$ cat src/rtl/mmio_led_ctrl.sv
// Memory-mapped LED controller: N_CH channels in OFF/ON/PWM/BLINK mode, shared prescaled
// timebase, registered readback on the store/load strobe bus.
module mmio_led_ctrl #(
    parameter int unsigned N_CH      = 8,
    parameter logic [31:0] BASE_ADDR = 32'h2000,
    parameter int unsigned PWM_BITS  = 8,
    parameter int unsigned DIV_BITS  = 16
) (
    input  logic            clk,
    input  logic            rst,
    input  logic [31:0]     m_addr,
    input  logic [31:0]     m_data,
    input  logic            wea,
    input  logic            rea,
    output logic [31:0]     rdata,
    output logic            rvalid,
    output logic [N_CH-1:0] led
);

    localparam logic [1:0] MODE_OFF   = 2'd0;
    localparam logic [1:0] MODE_ON    = 2'd1;
    localparam logic [1:0] MODE_PWM   = 2'd2;
    localparam logic [1:0] MODE_BLINK = 2'd3;

    logic [1:0]          mode_q [N_CH];
    logic [PWM_BITS-1:0] duty_q [N_CH];
    logic [DIV_BITS-1:0] div_q;
    logic [DIV_BITS-1:0] presc_q, presc_d;
    logic [PWM_BITS-1:0] pwm_q, pwm_d;
    logic                phase_q, phase_d;
    logic [N_CH-1:0]     led_q, led_d;
    logic [31:0]         rdata_q, rdata_d;
    logic                rvalid_q;

    logic [31:0]     offset;
    logic [29:0]     word;
    logic            in_window;
    logic            div_hit;
    logic [N_CH-1:0] ch_hit;
    logic            div_wr;
    logic            tick;
    logic [31:0]     rd_val;
    logic            unused_ok;

    // Addresses below BASE_ADDR would wrap in the subtraction, so they are excluded explicitly.
    assign offset    = m_addr - BASE_ADDR;
    assign word      = offset[31:2];
    assign in_window = (m_addr[1:0] == 2'b00) && (m_addr >= BASE_ADDR);
    assign div_hit   = in_window && (word == 30'(N_CH));
    assign div_wr    = wea && div_hit;
    assign unused_ok = ^{m_data, offset[1:0]};

    always_comb begin
        ch_hit = '0;
        for (int i = 0; i < int'(N_CH); i++) begin
            ch_hit[i] = in_window && (word == 30'(i));
        end
    end

    assign tick = (presc_q == div_q);

    // A DIV write restarts the whole timebase so blink phase is deterministic after reprogramming.
    always_comb begin
        presc_d = tick ? '0 : presc_q + DIV_BITS'(1);
        pwm_d   = tick ? pwm_q + PWM_BITS'(1) : pwm_q;
        phase_d = (tick && (&pwm_q)) ? ~phase_q : phase_q;
        if (div_wr) begin
            presc_d = '0;
            pwm_d   = '0;
            phase_d = 1'b0;
        end
    end

    always_comb begin
        led_d = '0;
        for (int i = 0; i < int'(N_CH); i++) begin
            case (mode_q[i])
                MODE_OFF:   led_d[i] = 1'b0;
                MODE_ON:    led_d[i] = 1'b1;
                MODE_PWM:   led_d[i] = (pwm_q < duty_q[i]);
                MODE_BLINK: led_d[i] = phase_q;
                default:    led_d[i] = 1'b0;
            endcase
        end
    end

    // Readback uses the pre-write register contents, so a same-cycle store is not visible yet.
    always_comb begin
        rd_val = '0;
        if (div_hit) begin
            rd_val[DIV_BITS-1:0] = div_q;
        end
        for (int i = 0; i < int'(N_CH); i++) begin
            if (ch_hit[i]) begin
                rd_val[1:0]           = mode_q[i];
                rd_val[8 +: PWM_BITS] = duty_q[i];
            end
        end
        rdata_d = rea ? rd_val : rdata_q;
    end

    always_ff @(posedge clk or negedge rst) begin
        if (!rst) begin
            for (int i = 0; i < int'(N_CH); i++) begin
                mode_q[i] <= '0;
                duty_q[i] <= '0;
            end
            div_q    <= '0;
            presc_q  <= '0;
            pwm_q    <= '0;
            phase_q  <= 1'b0;
            led_q    <= '0;
            rdata_q  <= '0;
            rvalid_q <= 1'b0;
        end else begin
            for (int i = 0; i < int'(N_CH); i++) begin
                if (wea && ch_hit[i]) begin
                    mode_q[i] <= m_data[1:0];
                    duty_q[i] <= m_data[8 +: PWM_BITS];
                end
            end
            if (div_wr) begin
                div_q <= m_data[DIV_BITS-1:0];
            end
            presc_q  <= presc_d;
            pwm_q    <= pwm_d;
            phase_q  <= phase_d;
            led_q    <= led_d;
            rdata_q  <= rdata_d;
            rvalid_q <= rea;
        end
    end

    assign led    = led_q;
    assign rdata  = rdata_q;
    assign rvalid = rvalid_q;

endmodule
$ cat config.mk
export PLATFORM = sky130hd
export DESIGN_NAME = mmio_led_ctrl
export DESIGN_NICKNAME = d
export VERILOG_FILES = /design/src/rtl/mmio_led_ctrl.sv
export SDC_FILE = /design/constraint.sdc
export NUM_CORES = 1
export LEC_CHECK = 0
export BUFFER_PORTS_ARGS = -buffer_cell sky130_fd_sc_hd__buf_2
export CAP_MARGIN = 0
export CORE_ASPECT_RATIO = 1.75
export CORE_MARGIN = 4
export CORE_UTILIZATION = 49
export DETAILED_ROUTE_END_ITERATION = 16
export PLACE_DENSITY_LB_ADDON = 0.08
export REMOVE_ABC_BUFFERS = 1
export SYNTH_ARGS = -nofsm -noshare
export SYNTH_HDL_FRONTEND = slang
export SYNTH_SLANG_ARGS = --single-unit
export TNS_END_PERCENT = 50
$ cat constraint.sdc
create_clock -name clk -period 3 [get_ports clk]
set_input_delay 0.6 -clock clk [delete_from_list [all_inputs] [get_ports clk]]
set_output_delay 0.6 -clock clk [all_outputs]
set_load 0.01 [all_outputs]
==> reports/metrics.yaml, run 1 <==
synthesis:
  yosys.area.top_type_share: 0.4231
  synth_cell_types: 64
  yosys_most_used_dff: "dfrtp_1"
  yosys_warnings: 0
  ys_seq_area_frac: 0.4231
  synth_enable_flop_cells: 0
  synth_area_um2: 8636
  synth_most_common_cell: "dfrtp_1"
  synth_top_area_cell: "dfrtp_1"
  async_reset_ff_frac: 1.000
  synthTopCellsByArea: "dfrtp_1 42%, mux2_2 9.5%, ha_1 8.5%, nand2_1 4.1%, inv_1 2.8%"
  netlist_top_cells_count: "146 x dfrtp_1, 94 x nand2_1, 73 x mux2_2"
  syn_area_per_cell_um2: 10.04
  ys_ff_latch: 146
  synth_cells: 860
pwr:
  peakVddDrop_v: 0.0003777
  power_density_nw_per_um2: 457.4
  switchingPower_uw: 1092
  p_leak_uw: 0.004866
  seq_power_share: 0.425
  switching_share: 0.2340
  p_int_uw: 3574
  power_frac_clock: 0.518
  combPwrFrac: 0.057
  finalPower_uw: 4666
clock_tree:
  numCtsBuffers: 17
  clk_latency_ns: 0.43
  clock_path_buffers: 2
  postCtsHoldBufs: 0
  cts_tree: "done"
  cts.sink_count: 146
  cts_root_buffer: "clkbuf_16"
  cts_resized: 0
  clkTransAtPathRegs_ns: 0.06
  h-tree-depth: 4
  cts_setup_buffers: 0
timing:
  fin_crit_sh: 0.9038
  slew_headroom: 0.5652
  slew_violations: 0
  fmax_ghz: 0.3688
  finalSetupViolations: 0
  fin_hold_ws_ns: 0.1253
  timing_hold_violations_final: 0
  fin_crit_ns: 2.711
  grt_setup_unrepaired: "no"
  fin_ws_ns: 0.2886
  tightestPinTransition_ns: 0.6472
  skew_ns: 0.009862
drt:
  dr.pass1.iters: 4
  ant_nets: 0
  drc: 0
  wl_per_cell_um: 19.87
  wirelength_um: 24100
  viasPerCell: 5.632
  drt_iter0_markers: 307
  via_count: 6832
global_routing:
  grt_usage: 0.2544
  antenna_found_initial: 0
  grt_start_max_net_pins: 56
  grt_overflow_total: 0
  grt_pass1_vias: 7284
  grt_pass1_wl_um: 38070
die:
  die_h_um: 183.6
  die-area_um2: 19900
  io_pins: 109
  die_x_um: 108.4
  fp-row-count: 64
  core_um2: 17380
  initial_core_util: 0.4970
place:
  dp_hpwl_um: 18030
  place_congestion: 0.8992
  dp_slack_ns: -0.1905
  port_buffers: 76
layout:
  nets: 1096
  drive_above_1_share: 0.2617
  fill_cells: 1495
  syn2layout_area_growth_pct: 18.12
  multi_input_area_um2: 4543
  final-seq-area_um2: 3654
  antenna_cells: 0
critical_path:
  crit_path_end_kind: "register"
  crit_chain: "buf_2 > inv_1 > ha_1 > nor3b_1 > nand4_1 > buf_4 > nor4b_4 > and2_1 > and3_1 > buf_12 > nand2_1 > nand2_1"
  cp_common_cell: "nand2_1"
  cp_max_fo: 24
  startpoint_type: "input pin"
  r2r_cells: 6
  timing.rr.start: "presc_q[11]"
  crit_required_ns: 3.37
  criticalPathCategory: "in -> reg"
  crit_start: "m_addr[13]"
  cp.arrival_ns: 3.08
  worst-path-stages: 12
  cp_top_family: "simple AND/OR/NAND/NOR gates"
  critPathSlowestCell: "nor4b_4"
  cpPeakStageDelay_ns: 0.55
  crit_buf_inv: 4
run:
  maxCapViolations: 0
outcome:
  status: "finished clean"
min_path:
  min_path_type: "in -> async"
-- per-layer routing --
metal  wire, µm  global-route usage  share of wire
met1       8878              0.2711           0.37
met2      13260              0.4721           0.55
met3        745             0.04499          0.031
met4       1219              0.1274          0.051
met5          0                   0              0
-- worst reg2reg max path, stage by stage, from the launching register on --
cell     delay, ns
dfrtp_1       0.41
xnor2_1       0.27
nand4_1       0.14
nor4_2        0.49
nand4_1       0.36
or3_1         0.45
a21oi_1       0.14
-- placed cells by master (no fill, tap or decap), drive strengths merged, types with 10 or more instances in the layout --
master / instances
dfrtp: 146
buf: 120
nand2: 96
mux2: 83
inv: 71
nor2: 65
ha: 59
a21oi: 32
o21ai: 32
a21o: 26
xnor2: 24
clkbuf: 18
nand2b: 17
nand3: 17
conb: 16
xor2: 14
nor2b: 13
o211ai: 13
or3: 13
nor4b: 12
a211oi: 10
-- flip-flops by register name, indices dropped and copies added (netlist names) --
name     flops
rvalid       1
phase_q      1
pwm_q        8
presc_q     16
led          8
rdata       16
div_q       16
mode_q      16
duty_q      64
-- per-stage QoR --
stage,util,instances,cell area (µm²),setup TNS (ns)
after floorplan,-,830,8444,-0.3625
after global placement,0.5489,1181,9538,-4.707
after detailed placement,0.5489,1181,9538,-8.048
after CTS,0.5871,1213,10200,0
after global routing,0.5871,1213,10200,0
final,0.5871,1213,10200,0
-- power groups by stage --
stage,logic [µW],clock network [µW],registers [µW]
2_1_floorplan,79.7,0,2020
3_3_place_gp,259,0,2020
3_5_place_dp,267,0,2020
4_1_cts,269,2450,1980
5_1_grt,293,2550,1980
6_report,266,2420,1980
-- area by class of cell --
cell class              instances  area share
well taps                     231     0.02833
flip-flops and latches        146      0.3582
repair buffers                120     0.07887
inverters                      66     0.02429
clock inverters                14     0.02196
clock buffers                  18     0.04305
multi-input cells             618      0.4454
-- logic make-up after synthesis --
| family | Yosys count | share of synthesized area |
|---|---|---|
| AO/OA/AOI/OAI | 151 | 0.1168 |
| adder cells (fa/ha/maj) | 59 | 0.08548 |
| buffers and inverters | 111 | 0.05737 |
| other | 1 | 0.0004342 |
| multiplexers | 84 | 0.1137 |
| flip-flops | 146 | 0.4231 |
| AND/OR/NAND/NOR | 270 | 0.1646 |
| XOR/XNOR | 38 | 0.03854 |
-- worst paths after layout --
kind | end | slack, ns
setup / recovery | div_q[5] | 0.29
hold / removal | presc_q[9] | 0.13
min in group clk | div_q[6] | 0.37
setup reg to reg | pwm_q[7] | 0.67
max in group asynchronous | div_q[5] | 2.16
hold reg to reg | duty_q[28] | 0.50
No activity file was read; power rests on OpenSTA's default activity.
==> inputs of run 2 (changes only) <==
--- a/config.mk
+++ b/config.mk
@@ -11,6 +11,7 @@
 export CORE_MARGIN = 4
 export CORE_UTILIZATION = 49
 export DETAILED_ROUTE_END_ITERATION = 16
+export GPL_TIMING_DRIVEN = 0
 export PLACE_DENSITY_LB_ADDON = 0.08
 export REMOVE_ABC_BUFFERS = 1
 export SYNTH_ARGS = -nofsm -noshare
==> reports/metrics.yaml, run 2 (synthesis results as in run 1) <==
timing:
  fmax_ghz: 0.3374
  grt_setup_unrepaired: "no"
  finalSetupViolations: 0
  skew_ns: 0.006383
  slew_headroom: 0.3030
  slew_violations: 0
  timing_hold_violations_final: 0
  fin_hold_ws_ns: 0.09566
  fin_crit_ns: 2.964
  fin_crit_sh: 0.9881
  tightestPinTransition_ns: 1.038
  fin_ws_ns: 0.03575
layout:
  largest_reg_flops: 64
  nets: 1060
  final_cell_mix: "146 x dfrtp_1, 94 x nand2_1, 75 x buf_2, 73 x mux2_2, 65 x inv_1"
  instances_no_fill: 1176
  drive_above_1_share: 0.2339
  antenna_cells: 0
  fill_cells: 1553
  final_common_cell: "dfrtp_1"
  syn2layout_area_growth_pct: 13.95
  fin_area_um2: 9841
  top_register: "duty_q"
clock_tree:
  clock_path_buffers: 2
  h-tree-depth: 4
  cts.sink_count: 146
  clk_latency_ns: 0.43
  cts_root_buffer: "clkbuf_16"
  clkTransAtPathRegs_ns: 0.06
  cts_tree: "done"
  numCtsBuffers: 17
  postCtsHoldBufs: 0
pwr:
  switchingPower_uw: 1015
  power_frac_clock: 0.504
  combPwrFrac: 0.054
  p_int_uw: 3471
  power_density_nw_per_um2: 455.9
  peakVddDrop_v: 0.0003222
  finalPower_uw: 4487
  switching_share: 0.2263
  p_leak_uw: 0.004651
  seq_power_share: 0.442
run:
  maxCapViolations: 0
critical_path:
  crit_path_end_kind: "register"
  cp_max_fo: 10
  startpoint_type: "input pin"
  criticalPathCategory: "in -> reg"
  cp.arrival_ns: 3.28
  crit_required_ns: 3.32
drt:
  ant_nets: 0
  drt_iter0_markers: 368
  via_count: 6570
  wl_met3_um: 780
  wl_per_cell_um: 19.66
  top_layer_used: "met4"
  drc: 0
  wl_met2_um: 12630
  routedLengthMet1_um: 8617
  viasPerCell: 5.587
  wirelength_um: 23120
  dr.pass1.iters: 5
min_path:
  min_path_type: "in -> async"
die:
  die_x_um: 108.4
  initial_core_util: 0.4970
  die_h_um: 183.6
  core_um2: 17380
  io_pins: 109
  fp-row-count: 64
  die-area_um2: 19900
global_routing:
  grt_pass1_wl_um: 36110
  grt_usage: 0.2420
  grt_pass1_vias: 6938
  grt_overflow_total: 0
  antenna_found_initial: 0
  grt_start_max_net_pins: 103
place:
  dp_slack_ns: -1.079
  dpl_cell_area_um2: 9148
  place_congestion: 0.8953
  dp_hpwl_um: 16720
  place_inst: 1138
  port_buffers: 76
outcome:
  status: "finished clean"
==> run 2: cell count changes in the layout (fill, tap and decap cells not counted), sizes merged <==
| cell | before | now |
|---|---|---|
| buf | 120 | 84 |
| inv | 71 | 65 |
| clkbuf | 18 | 21 |
| clkinvlp | 1 | 3 |
| bufinv | 5 | 4 |
| clkinv | 3 | 4 |
==> run 2: critical path, stage by stage <==
cell     delay (ns)
buf_2          0.11
inv_1          0.05
ha_1           0.26
nor3b_1        0.18
nand4_1        0.36
or3_4          0.50
or2_2          0.41
inv_1          0.10
nand3_2        0.31
mux2_2         0.41
==> run 2: what timing repair did <==
| item | 4_1_cts | 5_1_grt |
|---|---|---|
| resized for setup | 3 | 2 |
| pin swaps | 1 | 3 |
| setup buffers | 2 | 5 |
| endpoints found under the setup margin | 67 | 35 |
==> run 2: power by group through the flow <==
stage                     sequential (µW)  combinational, µW  clock [µW]
final                                1980                244        2260
after global placement               2020                233           0
after floorplan                      2020               79.7           0
after CTS                            1980                247        2300
after detailed placement             2020                245           0
after global routing                 1980                271        2370
==> run 2: layout make-up <==
class                           count  area [µm²]  share of cell area
Clock buffer                       21       460.4             0.04679
Clock inverter                     10       157.7             0.01602
Inverter                           66       247.7             0.02517
Multi-Input combinational cell    618        4566              0.4640
Sequential cell                   146        3654              0.3713
Tap cell                          231       289.0             0.02937
Timing Repair Buffer               84       466.7             0.04743
==> run 2: stage by stage <==
step | TNS [ns] | utilization
finish | 0 | 0.5663
global route | 0 | 0.5663
floorplan | -0.3625 | -
CTS | -0.02542 | 0.5638
detailed placement | -69.47 | 0.5264
global placement | -167.84 | 0.5245
==> run 2: final timing paths <==
check / start / to / slack, ns / depth (start not counted)
min in group clk: m_data[3] / div_q[3] / 0.36 / 3
worst min register to register: rdata[3] / rdata[3] / 0.50 / 1
worst max register to register: presc_q[11] / pwm_q[5] / 0.38 / 6
worst min-delay path: rst / duty_q[42] / 0.1 / 1
worst max-delay path: m_addr[13] / duty_q[50] / 0.04 / 10
max in group asynchronous: rst / presc_q[3] / 2.02 / 2
==> run 2: metal layers <==
layer / vias to the layer above / GRT usage
met5: - / 0
met4: 0 / 0.1360
met3: 64 / 0.04886
met2: 161 / 0.4342
met1: 3223 / 0.2608
li1: 3122 / -
==> inputs of run 3 (changes only) <==
--- a/config.mk
+++ b/config.mk
@@ -10,6 +10,7 @@
 export CORE_ASPECT_RATIO = 1.75
 export CORE_MARGIN = 4
 export CORE_UTILIZATION = 49
+export CTS_BUF_LIST = sky130_fd_sc_hd__clkbuf_4 sky130_fd_sc_hd__clkbuf_8
 export DETAILED_ROUTE_END_ITERATION = 16
 export GPL_TIMING_DRIVEN = 0
 export PLACE_DENSITY_LB_ADDON = 0.08
==> reports/metrics.yaml, run 3 (synthesis results as in run 1) <==
place:
  dp_hpwl_um: 16720
  dp_slack_ns: -1.079
  port_buffers: 76
  place_congestion: 0.8953
timing:
  finalSetupViolations: 0
  skew_ns: 0.01453
  grt_setup_unrepaired: "no"
  tightestPinTransition_ns: 1.043
  fmax_ghz: 0.3427
  fin_ws_ns: 0.08171
  fin_crit_ns: 2.918
  slew_headroom: 0.2997
  slew_violations: 0
  fin_crit_sh: 0.9728
  finalSetupTns_ns: 0
  timing_hold_violations_final: 0
clock_tree:
  clock_path_buffers: 2
  clkTransAtPathRegs_ns: 0.08
  cts_tree: "done"
  cts_root_buffer: "clkbuf_8"
  cts.sink_count: 146
  clk_latency_ns: 0.47
  h-tree-depth: 4
  numCtsBuffers: 17
global_routing:
  grt_pass1_vias: 6956
  grt_pass1_wl_um: 35910
  grt_overflow_total: 0
  grt_usage: 0.2405
  grt_start_max_net_pins: 103
  antenna_found_initial: 0
layout:
  nets: 1059
  syn2layout_area_growth_pct: 11.74
  largest_reg_flops: 64
  final_common_cell: "dfrtp_1"
  antenna_cells: 0
  drive_above_1_share: 0.2352
  final_cell_mix: "146 x dfrtp_1, 94 x nand2_1, 75 x buf_2, 73 x mux2_2, 65 x inv_1"
  top_register: "duty_q"
critical_path:
  crit_path_end_kind: "register"
  cp.arrival_ns: 3.27
  timing.rr.start: "presc_q[11]"
  setup.worst_path.end: "duty_q[50]"
  cp_max_fo: 10
  crit_start: "m_addr[13]"
  criticalPathCategory: "in -> reg"
  worstReg2RegEnd: "pwm_q[5]"
  worst-r2r-setup-slack_ns: 0.41
  crit_required_ns: 3.35
  startpoint_type: "input pin"
  r2r_cells: 6
die:
  die_h_um: 183.6
  io_pins: 109
  initial_core_util: 0.4970
  die-area_um2: 19900
  core_um2: 17380
  fp-row-count: 64
  die_x_um: 108.4
run:
  maxCapViolations: 0
drt:
  drc: 0
  wl_per_cell_um: 19.57
  dr.pass1.iters: 5
  wirelength_um: 23000
  ant_nets: 0
  via_count: 6589
  viasPerCell: 5.608
  drt_iter0_markers: 315
outcome:
  status: "finished clean"
pwr:
  power_density_nw_per_um2: 409.5
  peakVddDrop_v: 0.0002582
  p_leak_uw: 0.004565
min_path:
  min_path_type: "in -> async"
[run 3: cell type report]
type / instances / area [µm²]
multi-input combinational: 618 / 4566
sequential: 146 / 3654
tap: 231 / 289.0
clock inverter: 10 / 157.7
timing repair buffer: 83 / 459.2
clock buffer: 21 / 276.5
fill: 1576 / 7727
inverter: 66 / 247.7
[run 3: how the worst min path moves through the flow]
stage            endpoint  depth (start not counted)       start
4_1_cts        duty_q[43]                          1         rst
3_5_place_dp    rdata[14]                          2   rdata[14]
3_3_place_gp   duty_q[29]                          1  duty_q[29]
2_1_floorplan    div_q[0]                          0         rst
5_1_grt        duty_q[40]                          1         rst
6_report       duty_q[42]                          1         rst
[run 3: critical path, stage by stage]
cell,delay (ns)
buf_2,0.11
inv_1,0.05
ha_1,0.26
nor3b_1,0.18
nand4_1,0.37
or3_4,0.50
or2_2,0.40
inv_1,0.11
nand3_2,0.29
mux2_2,0.41
[run 3: metal layers]
| layer | track usage | vias to the layer above | wire length [µm] |
|---|---|---|---|
| met5 | 0 | - | 0 |
| met4 | 0.1658 | 0 | 1440 |
| met3 | 0.03866 | 84 | 682 |
| met2 | 0.4250 | 173 | 12260 |
| met1 | 0.2580 | 3225 | 8617 |
| li1 | - | 3107 | - |
[run 3: what timing repair did]
action                                  in CTS  in global routing
setup buffers                                2                  4
endpoints found under the hold margin        0                  0
pin swaps                                    1                  2
endpoints found under the setup margin      67                 33
resized for setup                            3                  2
hold buffers                                 0                  0
[run 3: power by group]
part / total (µW) / leakage, µW / internal [µW] / switching, µW
Clock: 1730 / 0.000215 / 959 / 769
Sequential: 1980 / 0.00201 / 1970 / 6.47
Combinational: 244 / 0.00234 / 69.4 / 175
Total: 3950 / 0.00457 / 3000 / 950
[run 3: per-stage QoR]
step	util	power (µW)	cell area, µm²	hold WS, ns	std cells
finish	0.5553	3952	9649	0.05759	1175
CTS	0.5532	3989	9613	0.04436	1171
global route	0.5553	4080	9649	0.07625	1175
global placement	0.5245	2252	9114	0.4861	1137
detailed placement	0.5264	2263	9148	0.4893	1138
floorplan	-	2100	8444	0.3044	830
